`src/rtl/turn_controller.sv`:
```
// Turn-sequencing FSM: validates card picks, issues check requests, consumes the
// match/win verdict and rotates the active player or ends the game.
module turn_controller #(
  parameter int unsigned NUM_CARDS     = 12,
  parameter int unsigned REVEAL_CYCLES = 50_000_000
) (
  input  logic        clk,
  input  logic        rst_n,
  input  logic        start,
  input  logic [1:0]  N,
  input  logic        pick_valid,
  input  logic [3:0]  pick_card,
  output logic        check_req,
  output logic [3:0]  position_data,
  input  logic        check_done,
  input  logic        same,
  input  logic        win,
  output logic        statecombo_next_turn,
  output logic [1:0]  T,
  output logic [15:0] face_up,
  output logic        reveal,
  output logic        pick_reject,
  output logic        game_over,
  output logic [1:0]  winner
);

  localparam logic [15:0] CardMask   = 16'((32'h1 << NUM_CARDS) - 32'h1);
  localparam logic [25:0] RevealLoad = 26'(REVEAL_CYCLES - 1);

  typedef enum logic [2:0] {
    StIdle, StWaitPick, StCheck, StReveal, StAdvance, StDone
  } state_e;

  state_e      r_state, w_state_nxt;
  logic [1:0]  r_n, w_n_nxt;
  logic [1:0]  r_t, w_t_nxt;
  logic [3:0]  r_pos, w_pos_nxt;
  logic [15:0] r_face, w_face_nxt;
  logic [25:0] r_cnt, w_cnt_nxt;
  logic [1:0]  r_winner, w_winner_nxt;
  logic        r_check_req, w_check_req_nxt;
  logic        r_reject, w_reject_nxt;
  logic        r_next_turn, w_next_turn_nxt;

  logic [15:0] w_pick_onehot;
  logic        w_pick_ok;
  logic        w_mask_full;
  logic [1:0]  w_t_inc;

  // Out-of-range cards map to a zero bit in CardMask, so one lookup covers both refusals.
  assign w_pick_onehot = 16'h1 << pick_card;
  assign w_pick_ok     = CardMask[pick_card] && !r_face[pick_card];
  assign w_mask_full   = ((r_face & CardMask) == CardMask);
  assign w_t_inc       = (r_t == r_n) ? 2'd0 : r_t + 2'd1;

  always_comb begin
    w_state_nxt     = r_state;
    w_n_nxt         = r_n;
    w_t_nxt         = r_t;
    w_pos_nxt       = r_pos;
    w_face_nxt      = r_face;
    w_cnt_nxt       = r_cnt;
    w_winner_nxt    = r_winner;
    w_check_req_nxt = 1'b0;
    w_reject_nxt    = 1'b0;
    w_next_turn_nxt = 1'b0;
    unique case (r_state)
      StIdle, StDone: begin
        if (start) begin
          w_n_nxt     = N;
          w_t_nxt     = 2'd0;
          w_face_nxt  = '0;
          w_state_nxt = StWaitPick;
        end
      end
      StWaitPick: begin
        if (pick_valid) begin
          if (w_pick_ok) begin
            w_face_nxt      = r_face | w_pick_onehot;
            w_pos_nxt       = pick_card;
            w_check_req_nxt = 1'b1;
            w_state_nxt     = StCheck;
          end else begin
            w_reject_nxt = 1'b1;
          end
        end
      end
      StCheck: begin
        if (check_done) begin
          if (win) begin
            w_winner_nxt = r_t;
            w_state_nxt  = StDone;
          end else if (same) begin
            if (w_mask_full) begin
              // Player turned every card; pass the turn without a reveal phase.
              w_t_nxt         = w_t_inc;
              w_next_turn_nxt = 1'b1;
              w_state_nxt     = StAdvance;
            end else begin
              w_state_nxt = StWaitPick;
            end
          end else begin
            w_cnt_nxt   = RevealLoad;
            w_state_nxt = StReveal;
          end
        end
      end
      StReveal: begin
        if (r_cnt == '0) begin
          w_t_nxt         = w_t_inc;
          w_next_turn_nxt = 1'b1;
          w_state_nxt     = StAdvance;
        end else begin
          w_cnt_nxt = r_cnt - 26'd1;
        end
      end
      StAdvance: begin
        w_face_nxt  = '0;
        w_state_nxt = StWaitPick;
      end
      default: w_state_nxt = StIdle;
    endcase
  end

  always_ff @(posedge clk or negedge rst_n) begin
    if (!rst_n) begin
      r_state     <= StIdle;
      r_n         <= '0;
      r_t         <= '0;
      r_pos       <= '0;
      r_face      <= '0;
      r_cnt       <= '0;
      r_winner    <= '0;
      r_check_req <= 1'b0;
      r_reject    <= 1'b0;
      r_next_turn <= 1'b0;
    end else begin
      r_state     <= w_state_nxt;
      r_n         <= w_n_nxt;
      r_t         <= w_t_nxt;
      r_pos       <= w_pos_nxt;
      r_face      <= w_face_nxt;
      r_cnt       <= w_cnt_nxt;
      r_winner    <= w_winner_nxt;
      r_check_req <= w_check_req_nxt;
      r_reject    <= w_reject_nxt;
      r_next_turn <= w_next_turn_nxt;
    end
  end

  assign check_req            = r_check_req;
  assign position_data        = r_pos;
  assign statecombo_next_turn = r_next_turn;
  assign T                    = r_t;
  assign face_up              = r_face;
  assign reveal               = (r_state == StReveal);
  assign pick_reject          = r_reject;
  assign game_over            = (r_state == StDone);
  assign winner               = r_winner;

endmodule

```
`config.mk`:
```
export PLATFORM = sky130hd
export DESIGN_NAME = turn_controller
export DESIGN_NICKNAME = d
export VERILOG_FILES = /design/src/rtl/turn_controller.sv
export SDC_FILE = /design/constraint.sdc
export NUM_CORES = 1
export LEC_CHECK = 0
export BUFFER_PORTS_ARGS = -buffer_cell sky130_fd_sc_hd__buf_4
export CORE_MARGIN = 4
export CORE_UTILIZATION = 35
export CTS_BUF_LIST = sky130_fd_sc_hd__clkbuf_4
export DETAILED_ROUTE_END_ITERATION = 10
export GPL_TIMING_DRIVEN = 0
export PLACE_DENSITY = 0.62
export SLEW_MARGIN = 10
export SYNTH_ARGS = -nofsm -noshare
export SYNTH_HDL_FRONTEND = slang
export SYNTH_SLANG_ARGS = --single-unit
```
`constraint.sdc`:
```
create_clock -name clk -period 5.7 [get_ports clk]
set_clock_uncertainty 0.2 [all_clocks]
set_input_delay 1.425 -clock clk [delete_from_list [all_inputs] [get_ports clk]]
set_output_delay 1.425 -clock clk [all_outputs]
set_load 0.05 [all_outputs]
```
==> results of run 1 <==
per-stage QoR:
stage	instance area, um2	util (%)	power (uW)	std cells	hold WS (ps)
3_3_place_gp	3550	40.9	1420	476	273
3_5_place_dp	3550	40.9	1440	476	276
4_1_cts	3670	42.3	1730	491	299
5_1_grt	3670	42.3	1850	491	317
2_1_floorplan	3120	-	1220	329	289
6_report	3670	42.3	1720	491	291
power groups by stage:
stage / Sequential [uW] / Clock, uW / Combinational, uW
final: 685 / 286 / 746
after detailed placement: 693 / 0 / 749
after global routing: 711 / 315 / 827
after floorplan: 800 / 0 / 423
after global placement: 686 / 0 / 735
after CTS: 685 / 297 / 752
final cells by class:
class / instances / area [um2] / share of cell area (%)
plain buffers: 16 / 80.1 / 2.18
clock buffers: 10 / 75.1 / 2.05
clock inverters: 5 / 46.3 / 1.26
inverters: 12 / 45.0 / 1.23
multi-input cells: 243 / 1540 / 42.0
flip-flops and latches: 58 / 1450 / 39.6
well taps: 108 / 135 / 3.68
repair buffers: 39 / 293 / 7.98
worst min path at each step:
stage / start / slack [ps] / to
floorplan: r_cnt[25]$_DFFE_PN0P_ / 290 / r_cnt[25]$_DFFE_PN0P_
global placement: position_data[3]$_DFFE_PN0P_ / 270 / position_data[3]$_DFFE_PN0P_
detailed placement: position_data[3]$_DFFE_PN0P_ / 280 / position_data[3]$_DFFE_PN0P_
CTS: position_data[3]$_DFFE_PN0P_ / 300 / position_data[3]$_DFFE_PN0P_
global route: position_data[3]$_DFFE_PN0P_ / 320 / position_data[3]$_DFFE_PN0P_
finish: position_data[3]$_DFFE_PN0P_ / 290 / position_data[3]$_DFFE_PN0P_
flip-flops by register name (all words and copies together) (netlist names), 2 cells and up:
signal / cells
face_up: 16
winner: 2
r_n: 2
r_cnt: 26
T: 2
position_data: 4
r_state: 3
metal layers:
layer	vias to the layer above	share of wire [%]	global-route usage, %
li1	1310	-	-
met1	1299	47	20.9
met2	44	48	24.8
met3	10	3.4	3.34
met4	0	1.1	4.84
met5	-	0	0
cell families (layout without fill, tap and decap cells):
family | Yosys count | count (layout) | share of synthesized area, %
xor+xnor | 3 | 3 | 0.843
mux | 13 | 13 | 4.90
flops | 58 | 58 | 46.5
compound gates | 77 | 77 | 15.2
buf+inv | 28 | 82 | 4.01
simple gates | 149 | 149 | 28.1
fa+ha+maj | 1 | 1 | 0.401
worst reg2reg max path, cell delays in order (launching register included):
cell      delay, ps
dfrtp_1         400
inv_1            90
ha_1            210
nor3b_1         400
nand4_2         250
or4_1           570
clkbuf_1        170
or4_1           420
a21oi_1         150
synthesized netlist by cell type (4+ instances only):
library cell / count / area share, %
dfrtp_1: 58 / 47
o21ai_0: 31 / 5.0
nand2_1: 28 / 3.4
nor2_1: 19 / 2.3
or3_1: 17 / 3.4
a21oi_1: 16 / 2.6
nand3_1: 14 / 2.2
clkbuf_1: 12 / 1.4
inv_1: 12 / 1.4
or4_1: 10 / 2.4
mux2_2: 8 / 2.9
nand2b_1: 8 / 1.6
nor3_1: 7 / 1.1
and2_1: 6 / 1.2
o31ai_1: 6 / 1.4
or2_2: 5 / 1.0
mux2i_1: 4 / 1.3
nand3b_1: 4 / 0.96
nand4_1: 4 / 0.80
nor2b_1: 4 / 0.80
cell usage in the layout, fill, tap and decap left out, drive strengths merged, types with 5 or more instances in the layout:
cell type | Yosys | layout
a21oi | 16 | 16
and2 | 6 | 6
buf | 4 | 43
clkbuf | 12 | 22
dfrtp | 58 | 58
inv | 12 | 12
mux2 | 8 | 8
nand2 | 28 | 28
nand2b | 8 | 8
nand3 | 14 | 14
nand4 | 5 | 5
nor2 | 19 | 19
nor3 | 7 | 7
nor4 | 6 | 6
o21ai | 34 | 34
o31ai | 6 | 6
or2 | 5 | 5
or3 | 17 | 17
or4 | 11 | 11
==> results.md, run 1 <==
- Synthesis Warnings: 0
- Crit Path Class: primary input to register
- Seq/Total Area, Yosys: a little under half
- Post-Syn Area: between 0.003 and 0.004 mm2
- Critical Path Start: pick_card[0]
- Core area: 0.00868 mm2
- Critical R2R Capture: r_cnt[24]$_DFFE_PN0P_
- Synthesis-stage register bit count: 58
- Worst Path Arrival: ~3500 ps
- H-Tree Depth: 3
- RR Startpoint: r_cnt[0]$_DFFE_PN0P_
- 1st-iter DRT viols: around 120
- Via density: between 5 and 6
- Count of flip-flops with a built-in enable after synthesis: 0
- Final HPWL DP: between 5 and 6 mm
- TritonRoute pass-1 iters: 4
- Clock latency on the worst-skew pair: around 400 ps
- Syn_area_per_cell: between 9 and 10 um2
- Fin nets: ~400
- Clock share of power: about 17%
- Final setup viols: 0
- CTS Buf Count: 9
- CP Capture Point: face_up[4]$_DFFE_PN0P_
- CP Capture Type: register
- Largest net degree at the start of global routing: between 50 and 60
- Clk buf depth: 2
- Status: finished, final reports clean
- Crit-path max FO: 10
- Final ANT Viol Nets: 0
- Slowest-stage cell, CP: mux4_2
- Syn nets: roughly 340
- Critical path depth in cells: 6
- Setup bufs post-CTS: 0
- Worst-Margin Slew: approximately 750 ps
- Die outline width: approximately 100 um
- R2R depth: 8
- CP Buf/Inv Count: 1
- Min-Delay Path Class: register to register
- GR Util All Layers: 15.4%
- Area growth syn-to-layout: 17.6%
- Clock Tree Root: clkbuf_4
- Cell variety after synth: 55
- First-pass GRT wire length: 12.9 mm
- # rows: 34
- Worst relative slew slack: between 40% and 50%
- Peak VDD IR: between 150 and 200 uV
- Crit-path cells: clkbuf_1, mux4_2, o21a_1, a311oi_2, nand3_1, o21ai_0
- Wire length per cell: 15.2 um
- Final wirelength: about 7.5 mm
- Leak: roughly 0.0016 uW
- Clk slew on worst S/H paths: ~100 ps
- CTS tree: built
- Number of global-route vias before repair: roughly 2600
- F_max: roughly 0.3 GHz
- Starting Density: 35.9%
- PwrDens: between 400 and 500 mW/mm2
- Tmin final: 3400 ps
- CTS Sinks: between 50 and 60
- Comb pwr share: 43.4%
- Cts hold-fix bufs: 0
- Worst path max stage delay: approximately 600 ps
- Die footprint: around 0.010 mm2
- CP Data Required Time: slightly below 6000 ps
- Slew Limit Fails: 0
- I/O pin cnt: 42
- Final setup margin: 2300 ps
- Int Power: 956 uW
- Gp weighted congestion: roughly 0.84
- Ys async rst share: 100%
- Unrepaired setup endpoints after global routing: false
- Net load switching power: around 760 uW
- Sum of negative setup slack: 0 ps
- Critical path's top delay family: compound AO/OA/AOI/OAI gates
- Antenna diode count: 0
- Switch share: between 40% and 50%
- Hold Path Stages: 1
- Share of cells above drive strength 1: about a fifth
- CP startpoint kind: primary input
- Main synth FF type: dfrtp_1
- Initial antenna violation count: 0
- Cts repair resizes: 0
- Period utilization: 59.6%
- Max Cap Viol: 0
- Gr ovfl total: 0
- DRC: 0
- Reg power frac: 39.9%
- Cells after Synth: 329
- Pre-CTS setup slack: roughly 1900 ps
- Die extent in y: 102 um
- Reg2Reg Setup Slack: approximately 2800 ps
- Fill count: 913
- Final hold vios: 0
- IO buf count: 39
- Via count: 2663
No activity file was read; power rests on OpenSTA's default activity.
==> run 2, diff against run 1 <==
Clock period 5.7 ns to 3.15 ns, I/O delays scaled along.
==> results.md, run 2 (synthesis gave the netlist of run 1 again) <==
- Peak VDD IR: roughly 280 uV
- Most flops, register: r_cnt
- TritonRoute pass-1 iters: 4
- Clk slew on worst S/H paths: 100 ps
- CTS Sinks: 58
- Max Cap Viol: 0
- Dpl cells: 476
- Critical Path Start: r_cnt[0]$_DFFE_PN0P_
- Period utilization: approximately 90%
- Final hold vios: 0
- Die outline width: about 100 um
- Final wirelength: roughly 7.5 mm
- Largest net degree at the start of global routing: between 50 and 60
- Initial antenna violation count: 0
- H-Tree Depth: 3
- CP startpoint kind: register
- Share of cells above drive strength 1: 20.4%
- Final HPWL DP: between 5 and 6 mm
- CTS Buf Count: 9
- Final setup margin: between 300 and 400 ps
- Worst-Margin Slew: about 760 ps
- # rows: 34
- Slew Limit Fails: 0
- CP Data Required Time: between 3000 and 4000 ps
- Non-Filler Instances: approximately 490
- Fin nets: around 390
- PwrDens: between 800 and 900 mW/mm2
- Crit Path Class: register to register
- Min-Delay Path Class: primary input to asynchronous set/reset pin
- Tmin final: between 2000 and 3000 ps
- Clock Tree Root: clkbuf_4
- Crit-path max FO: 7
- CTS tree: built
- WHS: roughly 260 ps
- Placed Area: around 0.0035 mm2
- Core area: 0.00868 mm2
- Max FFs per register: 26
- Number of global-route vias before repair: approximately 2600
- RR Startpoint: r_cnt[0]$_DFFE_PN0P_
- Clk buf depth: 2
- Worst relative slew slack: 49.3%
- Top sig layer: met4
- Met3 wire length: 253 um
- Most frequent cells in the layout: dfrtp_1 (58), buf_4 (40), o21ai_0 (31)
- F_max: 0.359 GHz
- Clock latency on the worst-skew pair: 390 ps
- Gp weighted congestion: approximately 0.84
- Wire length per cell: 15.3 um
- I/O pin cnt: 42
- R2R depth: 8
- Final setup viols: 0
- Worst Path Arrival: 2900 ps
- Area growth syn-to-layout: 17.8%
- Gr ovfl total: 0
- Die extent in y: a little over 100 um
- Via density: 5.41
- Status: finished, final reports clean
- Starting Density: 35.9%
- Setup bufs post-CTS: 0
- Antenna diode count: 0
- Commonest non-fill, non-tap cell in the layout: dfrtp_1
- Die footprint: between 0.01 and 0.015 mm2
- 1st-iter DRT viols: approximately 140
- Leak: 0.00160 uW
- Pre-CTS setup slack: -62.1 ps
- Final ANT Viol Nets: 0
- DR WL met2: 3.60 mm
- CP Capture Type: register
- Unrepaired setup endpoints after global routing: false
- GR Util All Layers: 15.4%
- DRC: 0
- M1 wire length: ~3.6 mm
- Critical R2R Capture: r_cnt[24]$_DFFE_PN0P_
- Sum of negative setup slack: 0 ps
- IO buf count: 39
- Final Instance Area: ~0.0037 mm2
- Reg2Reg Setup Slack: roughly 360 ps
- First-pass GRT wire length: approximately 13 mm
- Via count: between 2000 and 3000
-- run 2: stage by stage --
step           util, %  total power (uW)
2_1_floorplan        -              2210
4_1_cts           42.3              3140
3_5_place_dp      40.9              2610
5_1_grt           42.3              3360
3_3_place_gp      40.9              2570
6_report          42.3              3110
-- run 2: critical path: stages, from the launching register on --
cell and delay (ps):
dfrtp_1 400, inv_1 90, ha_1 220, nor3b_2 270
nand4_2 230, or4_1 570, clkbuf_1 170, or4_1 420
a21oi_1 150
-- run 2: cell type report --
cell class,instances,area (um2)
clock inverters,5,46.3
repair buffers,39,293
clock buffers,10,75.1
flip-flops and latches,58,1450
well taps,108,135
plain buffers,16,80.1
inverters,12,45.0
multi-input cells,243,1550
fillers,912,5010
-- run 2: power by group --
| part | total [uW] | internal (uW) | switching, uW | leakage (uW) |
|---|---|---|---|---|
| clock network | 519 | 238 | 280 | 0.0000688 |
| logic | 1350 | 504 | 846 | 0.000783 |
| registers | 1240 | 989 | 254 | 0.000752 |
-- run 2: timing repair --
item / in CTS / in global routing
gates resized for setup: 0 / 1
setup endpoints to repair: 0 / 1
hold buffers: 0 / 0
-- run 2: layer usage --
metal / track usage (%) / vias to the layer above
met5: 0 / -
met4: 4.84 / 0
met3: 3.34 / 10
met2: 24.8 / 46
met1: 20.9 / 1284
li1: - / 1315
-- run 2: worst max path at each step --
stage / endpoint / slack, ps / cells past startpoint
5_1_grt: r_cnt[24]$_DFFE_PN0P_ / 120 / 8
6_report: r_cnt[24]$_DFFE_PN0P_ / 360 / 8
3_3_place_gp: face_up[4]$_DFFE_PN0P_ / -20 / 6
4_1_cts: r_cnt[24]$_DFFE_PN0P_ / 210 / 8
2_1_floorplan: position_data[0]$_DFFE_PN0P_ / 270 / 5
3_5_place_dp: face_up[7]$_DFFE_PN0P_ / -60 / 6
